[config.mk]
export PLATFORM = sky130hd
export DESIGN_NAME = pins_filt_flat
export DESIGN_NICKNAME = d
export VERILOG_FILES = /design/src/rtl/pins_filt_if.sv /design/src/rtl/pins_filt.sv /design/src/flat_wrapper.sv
export SDC_FILE = /design/constraint.sdc
export NUM_CORES = 1
export LEC_CHECK = 0
export CAP_MARGIN = 20
export CORE_MARGIN = 3
export CORE_UTILIZATION = 46
export DETAILED_ROUTE_END_ITERATION = 12
export GPL_TIMING_DRIVEN = 0
export PLACE_DENSITY = 0.91
export SYNTH_ARGS = -nofsm -noshare
export SYNTH_HDL_FRONTEND = slang
export SYNTH_SLANG_ARGS = --single-unit
export TNS_END_PERCENT = 50
[constraint.sdc]
create_clock -name clk_i -period 2 [get_ports clk_i]
set_input_delay 0.3 -clock clk_i [delete_from_list [all_inputs] [get_ports clk_i]]
set_output_delay 0.3 -clock clk_i [all_outputs]
set_load 0.02 [all_outputs]
[src/rtl/pins_filt_if.sv]
// Bus between a GPIO/alert register block (master) and one pins_filt bank (slave).
// The pad side travels in the same bundle so that one instance carries a whole bank.
interface pins_filt_if #(
  parameter int Width   = 1,
  parameter int FilterW = 4
);
  logic [Width-1:0]   drive_val_i;
  logic [Width-1:0]   drive_en_i;
  logic [Width-1:0]   od_en_i;
  logic [2*Width-1:0] pull_mode_i;
  logic [FilterW-1:0] filt_thresh_i;
  logic [Width-1:0]   evt_rise_en_i;
  logic [Width-1:0]   evt_fall_en_i;
  logic [Width-1:0]   evt_clr_i;
  logic [Width-1:0]   pad_i;
  logic [Width-1:0]   pad_o;
  logic [Width-1:0]   pad_oe_o;
  logic [Width-1:0]   pad_pu_o;
  logic [Width-1:0]   pad_pd_o;
  logic [Width-1:0]   sample_o;
  logic [Width-1:0]   rise_o;
  logic [Width-1:0]   fall_o;
  logic [Width-1:0]   evt_o;

  modport master (
    output drive_val_i, drive_en_i, od_en_i, pull_mode_i, filt_thresh_i,
           evt_rise_en_i, evt_fall_en_i, evt_clr_i, pad_i,
    input  pad_o, pad_oe_o, pad_pu_o, pad_pd_o, sample_o, rise_o, fall_o, evt_o
  );

  modport slave (
    input  drive_val_i, drive_en_i, od_en_i, pull_mode_i, filt_thresh_i,
           evt_rise_en_i, evt_fall_en_i, evt_clr_i, pad_i,
    output pad_o, pad_oe_o, pad_pu_o, pad_pd_o, sample_o, rise_o, fall_o, evt_o
  );
endinterface

[src/rtl/pins_filt.sv]
// pins_filt: registered pad drive controls plus a synchronised, glitch-filtered
// receive path with edge pulses and maskable sticky event flags.
// All pins are independent; the filter threshold is shared by the bank.
module pins_filt #(
  parameter int Width      = 1,
  parameter int SyncStages = 2,
  parameter int FilterW    = 4
) (
  input logic        clk_i,
  input logic        rst_i,
  pins_filt_if.slave bus
);

  // Synchroniser chain and a matching valid chain that tells when the last stage
  // holds a real pad sample rather than the reset value.
  logic [SyncStages-1:0][Width-1:0] sync_q;
  logic [SyncStages-1:0]            valid_q;
  logic [Width-1:0]                 s;
  logic                             s_valid;

  // Filter / edge / event state.
  logic                             primed_q;
  logic                             primed_d;
  logic [Width-1:0]                 sample_q;
  logic [Width-1:0]                 sample_d;
  logic [Width-1:0][FilterW-1:0]    cnt_q;
  logic [Width-1:0][FilterW-1:0]    cnt_d;
  logic [Width-1:0]                 rise_q;
  logic [Width-1:0]                 rise_d;
  logic [Width-1:0]                 fall_q;
  logic [Width-1:0]                 fall_d;
  logic [Width-1:0]                 evt_q;
  logic [Width-1:0]                 evt_d;

  // Drive path state.
  logic [Width-1:0]                 pad_q;
  logic [Width-1:0]                 pad_d;
  logic [Width-1:0]                 oe_q;
  logic [Width-1:0]                 oe_d;
  logic [Width-1:0]                 pu_q;
  logic [Width-1:0]                 pu_d;
  logic [Width-1:0]                 pd_q;
  logic [Width-1:0]                 pd_d;

  assign s       = sync_q[SyncStages-1];
  assign s_valid = valid_q[SyncStages-1];

  // Shift the raw pad input through the synchroniser and track sample validity.
  always_ff @(posedge clk_i) begin
    if (rst_i) begin
      sync_q  <= {(SyncStages*Width){1'b0}};
      valid_q <= {SyncStages{1'b0}};
    end else begin
      sync_q[0] <= bus.pad_i;
      for (int k = 1; k < SyncStages; k++) begin
        sync_q[k] <= sync_q[k-1];
      end
      valid_q <= {valid_q[SyncStages-2:0], 1'b1};
    end
  end

  // Derive next pad drive, enable and pull controls; a pull never fights a driven pin.
  always_comb begin
    pad_d = {Width{1'b0}};
    oe_d  = {Width{1'b0}};
    pu_d  = {Width{1'b0}};
    pd_d  = {Width{1'b0}};
    for (int i = 0; i < Width; i++) begin
      if (bus.od_en_i[i]) begin
        oe_d[i]  = bus.drive_en_i[i] & ~bus.drive_val_i[i];
        pad_d[i] = 1'b0;
      end else begin
        oe_d[i]  = bus.drive_en_i[i];
        pad_d[i] = bus.drive_val_i[i];
      end
      case (bus.pull_mode_i[2*i +: 2])
        2'b01: begin
          pd_d[i] = ~oe_d[i];
          pu_d[i] = 1'b0;
        end
        2'b10: begin
          pu_d[i] = ~oe_d[i];
          pd_d[i] = 1'b0;
        end
        default: begin
          pu_d[i] = 1'b0;
          pd_d[i] = 1'b0;
        end
      endcase
    end
  end

  // Filter: count consecutive mismatching cycles and accept once the count reaches
  // the threshold; the first valid sample after reset is taken directly (priming).
  always_comb begin
    primed_d = primed_q | s_valid;
    sample_d = sample_q;
    cnt_d    = cnt_q;
    rise_d   = {Width{1'b0}};
    fall_d   = {Width{1'b0}};
    for (int i = 0; i < Width; i++) begin
      if (!primed_q) begin
        cnt_d[i] = {FilterW{1'b0}};
        if (s_valid) begin
          sample_d[i] = s[i];
        end else begin
          sample_d[i] = sample_q[i];
        end
      end else if (s[i] == sample_q[i]) begin
        cnt_d[i] = {FilterW{1'b0}};
      end else if (cnt_q[i] >= bus.filt_thresh_i) begin
        sample_d[i] = s[i];
        cnt_d[i]    = {FilterW{1'b0}};
        rise_d[i]   = s[i];
        fall_d[i]   = ~s[i];
      end else begin
        cnt_d[i] = cnt_q[i] + {{(FilterW-1){1'b0}}, 1'b1};
      end
    end
    // A set in the same cycle as a clear wins.
    evt_d = (evt_q & ~bus.evt_clr_i)
          | (rise_d & bus.evt_rise_en_i)
          | (fall_d & bus.evt_fall_en_i);
  end

  // Register every output and the filter state; reset discards any pending count.
  always_ff @(posedge clk_i) begin
    if (rst_i) begin
      primed_q <= 1'b0;
      sample_q <= {Width{1'b0}};
      cnt_q    <= {(Width*FilterW){1'b0}};
      rise_q   <= {Width{1'b0}};
      fall_q   <= {Width{1'b0}};
      evt_q    <= {Width{1'b0}};
      pad_q    <= {Width{1'b0}};
      oe_q     <= {Width{1'b0}};
      pu_q     <= {Width{1'b0}};
      pd_q     <= {Width{1'b0}};
    end else begin
      primed_q <= primed_d;
      sample_q <= sample_d;
      cnt_q    <= cnt_d;
      rise_q   <= rise_d;
      fall_q   <= fall_d;
      evt_q    <= evt_d;
      pad_q    <= pad_d;
      oe_q     <= oe_d;
      pu_q     <= pu_d;
      pd_q     <= pd_d;
    end
  end

  assign bus.pad_o    = pad_q;
  assign bus.pad_oe_o = oe_q;
  assign bus.pad_pu_o = pu_q;
  assign bus.pad_pd_o = pd_q;
  assign bus.sample_o = sample_q;
  assign bus.rise_o   = rise_q;
  assign bus.fall_o   = fall_q;
  assign bus.evt_o    = evt_q;

endmodule

[src/flat_wrapper.sv]
// flat-port wrapper written by rule: the top's interface ports become plain ports
module pins_filt_flat 
#(
  parameter int Width      = 1,
  parameter int SyncStages = 2,
  parameter int FilterW    = 4
)
  (clk_i, rst_i, bus_drive_val_i, bus_drive_en_i, bus_od_en_i, bus_pull_mode_i, bus_filt_thresh_i, bus_evt_rise_en_i, bus_evt_fall_en_i, bus_evt_clr_i, bus_pad_i, bus_pad_o, bus_pad_oe_o, bus_pad_pu_o, bus_pad_pd_o, bus_sample_o, bus_rise_o, bus_fall_o, bus_evt_o);
  pins_filt_if #(.Width(Width), .FilterW(FilterW)) bus_i ();
  input logic clk_i;
  input logic rst_i;
  input wire logic [$bits(bus_i.drive_val_i)-1:0] bus_drive_val_i;
  input wire logic [$bits(bus_i.drive_en_i)-1:0] bus_drive_en_i;
  input wire logic [$bits(bus_i.od_en_i)-1:0] bus_od_en_i;
  input wire logic [$bits(bus_i.pull_mode_i)-1:0] bus_pull_mode_i;
  input wire logic [$bits(bus_i.filt_thresh_i)-1:0] bus_filt_thresh_i;
  input wire logic [$bits(bus_i.evt_rise_en_i)-1:0] bus_evt_rise_en_i;
  input wire logic [$bits(bus_i.evt_fall_en_i)-1:0] bus_evt_fall_en_i;
  input wire logic [$bits(bus_i.evt_clr_i)-1:0] bus_evt_clr_i;
  input wire logic [$bits(bus_i.pad_i)-1:0] bus_pad_i;
  output wire logic [$bits(bus_i.pad_o)-1:0] bus_pad_o;
  output wire logic [$bits(bus_i.pad_oe_o)-1:0] bus_pad_oe_o;
  output wire logic [$bits(bus_i.pad_pu_o)-1:0] bus_pad_pu_o;
  output wire logic [$bits(bus_i.pad_pd_o)-1:0] bus_pad_pd_o;
  output wire logic [$bits(bus_i.sample_o)-1:0] bus_sample_o;
  output wire logic [$bits(bus_i.rise_o)-1:0] bus_rise_o;
  output wire logic [$bits(bus_i.fall_o)-1:0] bus_fall_o;
  output wire logic [$bits(bus_i.evt_o)-1:0] bus_evt_o;
  assign bus_i.drive_val_i = bus_drive_val_i;
  assign bus_i.drive_en_i = bus_drive_en_i;
  assign bus_i.od_en_i = bus_od_en_i;
  assign bus_i.pull_mode_i = bus_pull_mode_i;
  assign bus_i.filt_thresh_i = bus_filt_thresh_i;
  assign bus_i.evt_rise_en_i = bus_evt_rise_en_i;
  assign bus_i.evt_fall_en_i = bus_evt_fall_en_i;
  assign bus_i.evt_clr_i = bus_evt_clr_i;
  assign bus_i.pad_i = bus_pad_i;
  assign bus_pad_o = bus_i.pad_o;
  assign bus_pad_oe_o = bus_i.pad_oe_o;
  assign bus_pad_pu_o = bus_i.pad_pu_o;
  assign bus_pad_pd_o = bus_i.pad_pd_o;
  assign bus_sample_o = bus_i.sample_o;
  assign bus_rise_o = bus_i.rise_o;
  assign bus_fall_o = bus_i.fall_o;
  assign bus_evt_o = bus_i.evt_o;
  pins_filt #(.Width(Width), .SyncStages(SyncStages), .FilterW(FilterW)) u_core (.clk_i(clk_i), .rst_i(rst_i), .bus(bus_i));
endmodule
==> summary.md, run 1 <==
| Metric | Value |
|---|---|
| Post-synth ARST share | 0% |
| HP Class | in -> reg |
| Rows | 13 |
| Area contributors post-synth | dfxtp_1 (49%), ha_1 (8.9%), inv_1 (4.8%) |
| Power share of the clock group | between 20 and 30% |
| Fin. Hold Viols | 0 |
| Input/output buffers | 21 |
| Crit path time final | between 1500 and 2000 ps |
| Static Leak | roughly 0.41 nW |
| Worst Max-Slew Pin Slew | between 300 and 400 ps |
| Final Slew Violations | 0 |
| CP peak stage delay | 450 ps |
| Vias per Instance | about 5 |
| Synthesized instance count | between 70 and 80 |
| Synth Warn # | 0 |
| Fill cells | around 110 |
| Setup violators final | 0 |
| Crit Path Category | in -> reg |
| Clock latency on the worst-skew pair | 280 ps |
| Worst setup SP type | primary input |
| First-pass GRT wire length | 2070 um |
| Switching share of total power | a little over a fifth |
| Maximum vdd ir drop | between 0.4 and 0.5 mV |
| Max Buffers Root-to-Sink | 2 |
| GRT Overall Usage | roughly 14% |
| Top cells by count, synth | dfxtp_1 (17), inv_1 (9), nor2_1 (6), ha_1 (5) |
| Switching power | between 100 and 150 uW |
| Largest net degree at the start of global routing | 10 |
| Starting Density | 51.3% |
| R2R setup slack | roughly 430 ps |
| Post-CTS Resized | 0 |
| Num CTS Buffers | 3 |
| CTS root buffer | clkbuf_4 |
| Inserted Diodes | 0 |
| EDFF count, synth | 0 |
| Layout cells sized above 1 | 9.18% |
| CTS tree | built |
| DR pass1 iterations | 4 |
| Worst path slowest cell | clkdlybuf4s50_1 |
| Area Overhead vs Synth | 36.4% |
| Power Total | around 600 uW |
| Max FO, Critical Path | 3 |
| Final ANT Viol Nets | 0 |
| Final wirelength | ~1300 um |
| CTS sink count | 17 |
| Number of global-route vias before repair | approximately 500 |
| Via count | 579 |
| Crit path capture type | register |
| DRC Markers | 0 |
| Netlist Area Pre-Place | around 700 um^2 |
| F_max | a little over 600 MHz |
| Final Cycle Share | a little over 80% |
| Initial antenna violation count | 0 |
| Yosys top cell area share | just under 50% |
| DR WL/cell | ~11 um |
| Initial DRC Count | 11 |
| Num ports | 23 |
| Worst slack at placement | 62.1 ps |
| Skew final | about 1.7 ps |
| Power Density | around 620 nW/um^2 |
| Unrepaired setup endpoints after global routing | false |
| Cell-internal power | ~470 uW |
| Rel. slew slack | about three quarters |
| Core ar. | between 1000 and 1500 um^2 |
| Dpl hpwl | 1080 um |
| CP arrival | between 1500 and 2000 ps |
| Most common cell in the synthesized netlist | dfxtp_1 |
| Die height | around 45 um |
| Seq pwr share | 59.1% |
| CTS Hold Buffers Added | 0 |
| Sequential share of the synthesized area | a little under 50% |
| Comb pwr share | a little under an eighth |
| Post-synth top flop | dfxtp_1 |
| Total Nets Final | 119 |
| Die area | 2030 um^2 |
| H-Tree Depth | 1 |
| Seq cells post-synth | 17 |
| Total grt overflow | 0 |
| Setup Buffers After CTS | 0 |
| GPL Wtd Cong | 0.801 |
| Status | completed |
| Final WS setup | between 300 and 400 ps |
| Max-Cap Viols | 0 |
| Net Count, Synth | just over 90 |
| Cell-by-cell trace of the critical path | clkdlybuf4s50_1 -> inv_1 -> ha_1 -> a21oi_1 -> o21ai_0 -> and3_1 -> o311ai_1 |
| Sum of negative setup slack | 0 ps |
| Synth unique cells | 24 |
| Critical Path RT | approximately 2200 ps |
| Clock-pin slew on the worst setup and hold paths | about 90 ps |
| Syn avg cell area | approximately 9.6 um^2 |
| Die Width | about 45 um |
| Synth area leader | dfxtp_1 |
layout by cell type, fill, tap and decap left out, types with 2 or more instances in the layout:
cell	count
nand2_1	4
a21oi_1	2
clkbuf_4	3
ha_1	5
xor2_1	2
nor2_1	6
nor2b_1	4
clkdlybuf4s50_1	21
and3b_1	2
and3_1	3
dfxtp_1	17
o21ai_0	3
inv_1	9
nor2_2	3
nand3_1	2
worst paths after layout:
path                                                  from                          endpoint  cells after the start
worst max-delay path                  bus_filt_thresh_i[2]  u_core.bus.sample_o$_SDFFE_PP0P_                      7
worst min register to register   u_core.valid_q[0]$_DFF_P_      u_core.valid_q[1]$_SDFF_PP0_                      1
worst max register to register  u_core.cnt_q[0]$_SDFF_PP0_  u_core.bus.sample_o$_SDFFE_PP0P_                      6
worst min-delay path                                 rst_i               u_core.s$_SDFF_PP0_                      2
sequential cells by signal, indices dropped and copies added (netlist names):
signal               count
u_core.cnt_q             4
u_core.valid_q           2
u_core.bus.evt_o         1
u_core.bus.fall_o        1
u_core.bus.pad_o         1
u_core.bus.pad_oe_o      1
u_core.bus.pad_pd_o      1
u_core.bus.pad_pu_o      1
u_core.bus.rise_o        1
u_core.bus.sample_o      1
u_core.primed_q          1
u_core.s                 1
u_core.sync_q            1
logic make-up (layout without fill, tap and decap cells):
group	Yosys count	after routing	synth area share, %
simple gates	28	28	21.8
flops	17	17	48.6
buf+inv	10	35	5.53
compound gates	8	8	8.39
fa+ha+maj	5	5	8.93
xor+xnor	3	3	3.75
mux	2	2	3.04
layer usage:
metal	part of all wire (%)	vias up	GRT usage, %
li1	-	292	-
met1	44	269	16.7
met2	52	16	24.0
met3	3.8	2	2.39
met4	0.77	0	3.51
met5	0	-	0
critical path, delay by kind of cell:
family          cells  cell delay, ps
compound gates      3             540
buf+inv             2             490
fa+ha+maj           1             310
simple gates        1             210
power groups by stage:
stage          sequential (mW)  combinational (mW)  clock (mW)
3_3_place_gp             0.360              0.0661           0
4_1_cts                  0.353              0.0690       0.180
2_1_floorplan            0.364              0.0253           0
3_5_place_dp             0.361              0.0687           0
6_report                 0.352              0.0689       0.175
5_1_grt                  0.353              0.0747       0.191
cell type report:
type                            instances  area [um^2]  area share (%)
Clock buffer                            4         26.3            2.75
Inverter                                9         33.8            3.53
Multi-Input combinational cell         46          322            33.6
Tap cell                               15         18.8            1.96
Sequential cell                        17          340            35.6
Timing Repair Buffer                   21          210            22.0
Buffer                                  1         5.00           0.524
stage by stage:
stage          hold slack (ps)  utilization [%]  cell area, um^2  instances
3_3_place_gp               416             68.0              930        109
5_1_grt                    293             70.0              956        113
3_5_place_dp               428             68.0              930        109
4_1_cts                    292             70.0              956        113
2_1_floorplan              376                -              701         73
6_report                   301             70.0              956        113
Note: power is estimated with default switching activity, not from simulation.
==> inputs of run 2 (changes only) <==
- CORE_UTILIZATION: 46 -> 43
- PLACE_DENSITY: 0.91 -> 0.87
- clock period: 2 -> 1.67 ns (I/O delays scaled with it)
==> summary.md, run 2 (same netlist as run 1, synthesis figures left out) <==
| Metric | Value |
|---|---|
| Power Total | between 700 and 800 uW |
| GRT Overall Usage | 14.6% |
| CP Launch Point | bus_filt_thresh_i[2] |
| Rel. slew slack | roughly 79% |
| Max FFs per register | 4 |
| Critical Path RT | 1880 ps |
| Initial DRC Count | 8 |
| CP peak stage delay | around 450 ps |
| Setup violators final | 0 |
| Hold path startpoint | rst_i |
| DR pass1 iterations | 2 |
| Switching share of total power | between 20 and 25% |
| Cell-internal power | ~560 uW |
| Maximum vdd ir drop | between 0.5 and 0.6 mV |
| Die area | roughly 2100 um^2 |
| CTS Hold Buffers Added | 0 |
| CTS sink count | 17 |
| Comb pwr share | about 12% |
| Num ports | 23 |
| Static Leak | 0.417 nW |
| CP arrival | 1750 ps |
| Area Overhead vs Synth | 36.6% |
| Initial antenna violation count | 0 |
| Post-CTS Resized | 0 |
| Fin. Hold Viols | 0 |
| Cell-by-cell trace of the critical path | clkdlybuf4s50_1 -> inv_1 -> ha_1 -> a21oi_1 -> o21ai_0 -> and3_1 -> o311ai_1 |
| CTS tree | built |
| Worst setup SP type | primary input |
| First-pass GRT wire length | about 2100 um |
| Crit Path Category | in -> reg |
| Starting Density | 49.5% |
| DR WL/cell | between 10 and 15 um |
| Crit path time final | 1540 ps |
| HP Class | in -> reg |
| GPL Wtd Cong | between 0.6 and 0.7 |
| Most common cell after layout, fill and taps aside | clkdlybuf4s50_1 |
| Design area | 957 um^2 |
| Crit path capture type | register |
| Die Width | approximately 46 um |
| Worst Max-Slew Pin Slew | 308 ps |
| H-Tree Depth | 1 |
| Unrepaired setup endpoints after global routing | false |
| Inserted Diodes | 0 |
| Status | completed |
| Die height | approximately 46 um |
| Final wirelength | approximately 1300 um |
| Final Cycle Share | around 90% |
| Input/output buffers | 21 |
| Skew final | just over 6 ps |
| Max FO, Critical Path | 3 |
| F_max | about 650 MHz |
| Clock latency on the worst-skew pair | about 290 ps |
| Leading cell types in the layout, fill and taps excluded | clkdlybuf4s50_1 (21), dfxtp_1 (17), inv_1 (9) |
| Core ar. | 1420 um^2 |
| Max Buffers Root-to-Sink | 2 |
| Final ANT Viol Nets | 0 |
| Area post-placement | between 900 and 1000 um^2 |
| Clock-pin slew on the worst setup and hold paths | ~100 ps |
| Largest net degree at the start of global routing | 11 |
| Total grt overflow | 0 |
| Top Registers | u_core.cnt_q: 4 flops, u_core.valid_q: 2 flops |
| Reg-to-reg startpoint | u_core.cnt_q[0]$_SDFF_PP0_ |
| Power share of the clock group | between 20% and 30% |
| CTS root buffer | clkbuf_4 |
| Top delay family on crit path | compound AO/OA/AOI/OAI gates |
| Power Density | 750 nW/um^2 |
| Dpl hpwl | between 1000 and 1500 um |
| Worst path slowest cell | clkdlybuf4s50_1 |
| Setup Buffers After CTS | 0 |
| Vias per Instance | about 5.3 |
| Via count | 595 |
| Seq pwr share | 58.7% |
| Max-Cap Viols | 0 |
| Rows | 13 |
| Final Slew Violations | 0 |
| Num CTS Buffers | 3 |
| Total Nets Final | 119 |
| DRC Markers | 0 |
| CP Buf/Inv Count | 2 |
| Number of global-route vias before repair | 556 |
| Biggest register | u_core.cnt_q |
| Switching power | 163 uW |
| Layout cells sized above 1 | between 10% and 20% |
-- run 2: worst reg2reg max path: cells and delay by family (launching register included) --
kind                     cells  cell delay, ps
buffers and inverters        1              60
AO/OA/AOI/OAI                2             380
AND/OR/NAND/NOR              2             330
adder cells (fa/ha/maj)      1             270
flip-flops                   1             390
-- run 2: power groups by stage --
stage	clock (mW)	combinational, mW	sequential (mW)
2_1_floorplan	0	0.0303	0.436
3_3_place_gp	0	0.0793	0.431
3_5_place_dp	0	0.0824	0.431
4_1_cts	0.221	0.0834	0.422
5_1_grt	0.244	0.0899	0.424
6_report	0.214	0.0827	0.422
-- run 2: layout make-up --
type,count,area (um^2)
fillers,125,458
clock inverters,1,5.00
repair buffers,21,210
clock buffers,3,22.5
well taps,15,18.8
flip-flops and latches,17,340
inverters,9,33.8
multi-input cells,46,322
plain buffers,1,5.00
-- run 2: metrics by stage --
stage	setup slack, ps	std cells	hold WS [ps]	setup TNS, ps	util (%)
floorplan	296	73	326	0	-
global placement	-153	109	416	-254	65.7
detailed placement	-168	109	432	-789	65.7
CTS	127	113	244	0	67.6
global route	48.7	113	232	0	67.6
finish	125	113	245	0	67.6
-- run 2: final timing paths --
check / cells past startpoint / end / slack (ps)
worst max-delay path: 7 / u_core.bus.sample_o$_SDFFE_PP0P_ / 130
worst min-delay path: 2 / u_core.primed_q$_SDFF_PP0_ / 240
worst max register to register: 6 / u_core.bus.sample_o$_SDFFE_PP0P_ / 170
worst min register to register: 1 / u_core.s$_SDFF_PP0_ / 460
-- run 2: layer usage --
layer | part of all wire, % | vias up | global-route usage (%) | wire length [um]
met5 | 0 | - | 0 | 0
met4 | 6.3 | 0 | 13.6 | 81
met3 | 7.2 | 10 | 6.25 | 92
met2 | 47 | 21 | 23.4 | 606
met1 | 39 | 270 | 13.6 | 496
li1 | - | 294 | - | -
==> inputs of run 3 (changes only) <==
- CTS_CLUSTER_SIZE: unset -> 14
==> results of run 3 <==
The final DEF is identical to that of run 2; final timing and power are the same.
